[src/rtl/piso_shift_tx.sv]
// Parallel-in, serial-out transmit shifter.
// Accepts a WIDTH-bit word on a valid/ready handshake and shifts it out one
// bit per shift_en cycle, MSB-first (drt=1) or LSB-first (drt=0).
// Optional macro PARITY_EN appends an even-parity bit after the data bits.
module piso_shift_tx #(
  parameter int unsigned WIDTH = 4
) (
  input  logic             clk,
  input  logic             rst,
  input  logic [WIDTH-1:0] din,
  input  logic             drt,
  input  logic             load_valid,
  output logic             load_ready,
  input  logic             shift_en,
  output logic             sout,
  output logic             sout_valid,
  output logic             busy,
  output logic             done
);

  localparam int unsigned CntW = (WIDTH > 1) ? $clog2(WIDTH) : 1;
  localparam logic [CntW-1:0] LastCnt = CntW'(WIDTH - 1);

`ifdef PARITY_EN
  typedef enum logic [1:0] {StIdle, StShift, StPar} state_e;
`else
  typedef enum logic [0:0] {StIdle, StShift} state_e;
`endif

  state_e           state_q, state_d;
  logic [WIDTH-1:0] shreg_q, shreg_d;
  logic [CntW-1:0]  cnt_q, cnt_d;
  logic             dir_q, dir_d;
  logic             done_q, done_d;
`ifdef PARITY_EN
  logic             par_q, par_d;
`endif

  // State and datapath registers, synchronous active-low reset.
  always_ff @(posedge clk) begin
    if (!rst) begin
      state_q <= StIdle;
      shreg_q <= '0;
      cnt_q   <= '0;
      dir_q   <= 1'b0;
      done_q  <= 1'b0;
`ifdef PARITY_EN
      par_q   <= 1'b0;
`endif
    end else begin
      state_q <= state_d;
      shreg_q <= shreg_d;
      cnt_q   <= cnt_d;
      dir_q   <= dir_d;
      done_q  <= done_d;
`ifdef PARITY_EN
      par_q   <= par_d;
`endif
    end
  end

  // Next-state logic: load in idle, shift on shift_en, exit at terminal count.
  always_comb begin
    state_d = state_q;
    shreg_d = shreg_q;
    cnt_d   = cnt_q;
    dir_d   = dir_q;
    done_d  = 1'b0;
`ifdef PARITY_EN
    par_d   = par_q;
`endif
    unique case (state_q)
      StIdle: begin
        if (load_valid) begin
          shreg_d = din;
          dir_d   = drt;
          cnt_d   = '0;
`ifdef PARITY_EN
          par_d   = ^din;
`endif
          state_d = StShift;
        end
      end
      StShift: begin
        if (shift_en) begin
          shreg_d = dir_q ? (shreg_q << 1) : (shreg_q >> 1);
          if (cnt_q == LastCnt) begin
            cnt_d   = '0;
`ifdef PARITY_EN
            state_d = StPar;
`else
            state_d = StIdle;
            done_d  = 1'b1;
`endif
          end else begin
            cnt_d = cnt_q + CntW'(1);
          end
        end
      end
`ifdef PARITY_EN
      StPar: begin
        if (shift_en) begin
          state_d = StIdle;
          done_d  = 1'b1;
        end
      end
`endif
      default: state_d = StIdle;
    endcase
  end

  // Outputs decoded from registers only; no input reaches sout.
  always_comb begin
    load_ready = (state_q == StIdle);
    busy       = (state_q != StIdle);
    sout_valid = busy;
    done       = done_q;
    sout       = 1'b0;
    if (state_q == StShift) begin
      sout = dir_q ? shreg_q[WIDTH-1] : shreg_q[0];
    end
`ifdef PARITY_EN
    if (state_q == StPar) begin
      sout = par_q;
    end
`endif
  end

endmodule
[config.mk]
export PLATFORM = sky130hd
export DESIGN_NAME = piso_shift_tx
export DESIGN_NICKNAME = d
export VERILOG_FILES = /design/src/rtl/piso_shift_tx.sv
export SDC_FILE = /design/constraint.sdc
export NUM_CORES = 1
export LEC_CHECK = 0
export CORE_UTILIZATION = 30
export CTS_CLUSTER_SIZE = 30
export DETAILED_ROUTE_END_ITERATION = 12
export PLACE_DENSITY = 0.55
export RECOVER_POWER = 100
export REMOVE_ABC_BUFFERS = 1
export SLEW_MARGIN = 20
export SYNTH_ARGS = -nofsm -noshare
export SYNTH_HDL_FRONTEND = slang
export SYNTH_SLANG_ARGS = --single-unit
[constraint.sdc]
create_clock -name clk -period 1 [get_ports clk]
set_input_delay 0.2 -clock clk [delete_from_list [all_inputs] [get_ports clk]]
set_output_delay 0.2 -clock clk [all_outputs]
set_load 0.01 [all_outputs]
==> run_results.csv <==
group,metric,value,unit
setup_path,cp.depth,3,
yosys,syn_area,429,um2
final_layout,fill_cells,145,
sta,max_slew_margin,0.784,
setup_path,cpPeakStageDelay,0.33,ns
final_layout,syn2layout_area_growth,49.9,%
die,die_w,39.8,um
yosys,synth_commonest_cells,"9 x dfxtp_1, 7 x o21ai_0, 4 x a21oi_1, 4 x nand2_1, 4 x nor2_1",
yosys,synth-main-ff-cell,"dfxtp_1",
yosys,synth_mux_area_frac,0.157,
sta,fin_skew,0.00483,ns
setup_path,crit_family,"flip-flops",
yosys,synth-xor-area-share,0,
clocking,holdBufCountCts,0,
sta,period_minus_slack,1.17,ns
detailed_routing,first_pass_iters,4,
final_layout,drive_gt1_frac,0.353,
sta,max_freq,0.858,GHz
setup_path,cp.required,0.80,ns
run_status,status,"finished, violations left",
sta,hold_viol,0,
setup_path,crit_start,"dir_q",
setup_path,critPathLaunchType,"flip-flop",
final_layout,post-route-util,0.488,
power,power,0.872,mW
sta,hold_slack,0.325,ns
die,dieArea,0.00159,mm2
sta,fin_setup_tns,-0.808,ns
grt,gr-total-overflow,0,
sta,drv_slew,0,
clocking,htree_levels,1,
detailed_routing,drt-total-wl,893,um
sta,rsz0062_at_grt,"yes",
detailed_routing,avgRoutedWirePerCell,10.8,um
placed_design,hpwl,648,um
die,io_pins,14,
min_path,hp-class,"in2reg",
power,leakagePower,0.274,nW
placed_design,place.gp.congestion,0.749,
run_status,violations,"setup timing",
setup_path,cp-endpoint,"sout",
grt,grt_start_max_net_pins,10,
yosys,synth-seq-cells,9,
setup_path,path_cells,"mux2i_1 > nor2_1 > buf_2",
yosys,netlist.area_leader.share,0.420,
die,initial_core_util,0.326,
die,rows,13,
clocking,cts_made_buffers,3,
sta,worst_pin_slew,0.324,ns
clocking,cts_tree,"yes",
setup_path,reg2reg_from,"busy",
yosys,ys_types,20,
setup_path,cpMaxStageDelayCell,"dfxtp_2",
clocking,clockRootBuffer,"clkbuf_4",
clocking,cts-root-to-sink-buffers,2,
yosys,synthSimpleGateAreaFrac,0.160,
yosys,synth_largest_area_cell,"dfxtp_1",
yosys,syn_inst,49,
setup_path,arrival,0.97,ns
setup_path,crit_buf_inv,1,
setup_path,r2r_slack,-0.14,ns
detailed_routing,antenna_left,0,
setup_path,worst-setup-path-type,"reg2out",
sta,fin_ws,-0.166,ns
die,die_y,39.8,um
setup_path,r2r_cells,4,
yosys,synth_most_common_cell,"dfxtp_1",
placed_design,place_ws,-0.299,ns
sta,setup_viol,9,
placed_design,io_buffers,13,
detailed_routing,vias_per_cell,4.87,
grt,grt_pass1_vias,386,
detailed_routing,drt-initial-drc-count,6,
yosys,yosys_warnings,0,
clocking,cts_sinks,9,
clocking,clk_latency,0.26,ns
yosys,synthArstFlopShare,0,
setup_path,end_kind,"output port",
grt,grt_use_total,0.164,
sta,fin_crit_sh,1.17,
power,peakVddDrop,0.000577,V
yosys,synth_area_leaders,"dfxtp_1 42%, o21ai_0 8.2%, mux2i_1 7.0%, mux2_2 5.2%, a21oi_1 4.7%",
setup_path,critPathMaxFanout,2,
setup_path,rr_endpoint,"cnt_q[0]",
yosys,avgSynthCellArea,8.76,um2
detailed_routing,detailroute.via_count,404,
yosys,synthAdderAreaFrac,0.0292,
power,power_density,1360,mW/mm2
final_layout,n_antenna_cell,0,
flow_run,maxCapViolCount,0,
yosys,synth_top_family_by_area,"simple AND/OR/NAND/NOR gates",
detailed_routing,drc,0,
clocking,cts.clk_slew.worst_paths,0.06,ns
yosys,synth_compound_area_frac,0.160,
final_layout,layout.nets,79,
yosys,synth_edf_count,0,
grt,grt_pass1_wl,1640,um
yosys,yosysSeqAreaShare,0.420,
grt,antenna_found_initial,0,
die,core,0.00132,mm2
flip-flops by register name, indices dropped and copies added (netlist names):
signal	flops
shreg_q	4
done	1
dir_q	1
busy	1
cnt_q	2
stage by stage:
stage                     instances  area (um2)
final                            83         643
after global routing             83         643
after CTS                        83         628
after detailed placement         79         592
after global placement           79         592
after floorplan                  46         405
what timing repair did:
action                     4_1_cts  5_1_grt
resized for setup               30        9
pin swaps                        0        1
buffers inserted                 0        0
setup endpoints to repair       12       13
layout make-up:
cell class                 count  area, um2  area share
clock buffer                   4       26.3      0.0409
inverter                       2       7.51      0.0117
multi-input combinational     35        241       0.375
sequential                     9        183       0.284
tap                           15       18.8      0.0292
timing repair buffer          18        166       0.259
kinds of logic after synthesis:
| family | count (synthesis) |
|---|---|
| flops | 9 |
| buf+inv | 5 |
| mux | 6 |
| compound gates | 13 |
| simple gates | 15 |
| fa+ha+maj | 1 |
cell usage in the layout, fill, tap and decap left out, drive strengths merged:
cell type      netlist  routed
buf                  2       9
dfxtp                9       9
nand3                2       2
nand2b               1       1
nor3                 2       2
nor2                 4       4
and2                 1       1
a31oi                1       1
o21ai                7       7
dlymetal6s2s         0       1
a21oi                4       4
clkbuf               1       5
inv                  2       2
nand2                4       4
clkdlybuf4s50        0       7
a21boi               1       1
mux2                 3       3
ha                   1       1
mux2i                3       3
nor2b                1       1
power by group:
group,switching [mW],internal (mW)
logic,0.0786,0.110
registers,0.0177,0.383
clock network,0.129,0.154
total,0.225,0.647
worst min path at each step:
stage | start | end | slack [ns] | depth (start not counted)
after floorplan | shift_en | busy | 0.31 | 1
final | rst | done | 0.33 | 3
after global routing | rst | done | 0.35 | 3
after global placement | cnt_q[1] | cnt_q[1] | 0.47 | 2
after detailed placement | cnt_q[1] | cnt_q[1] | 0.48 | 2
after CTS | cnt_q[1] | cnt_q[1] | 0.49 | 2
per-layer routing:
metal / vias up / track usage / wire length [um]
li1: 205 / - / -
met1: 184 / 0.184 / 415
met2: 13 / 0.262 / 400
met3: 2 / 0.0852 / 63
met4: 0 / 0.0517 / 13
met5: - / 0 / 0
worst min-delay path: cells and delay by family:
family	cells	cell delay, ns
buf+inv	1	0.22
simple gates	2	0.12
Power figures use the tool's default switching activity.
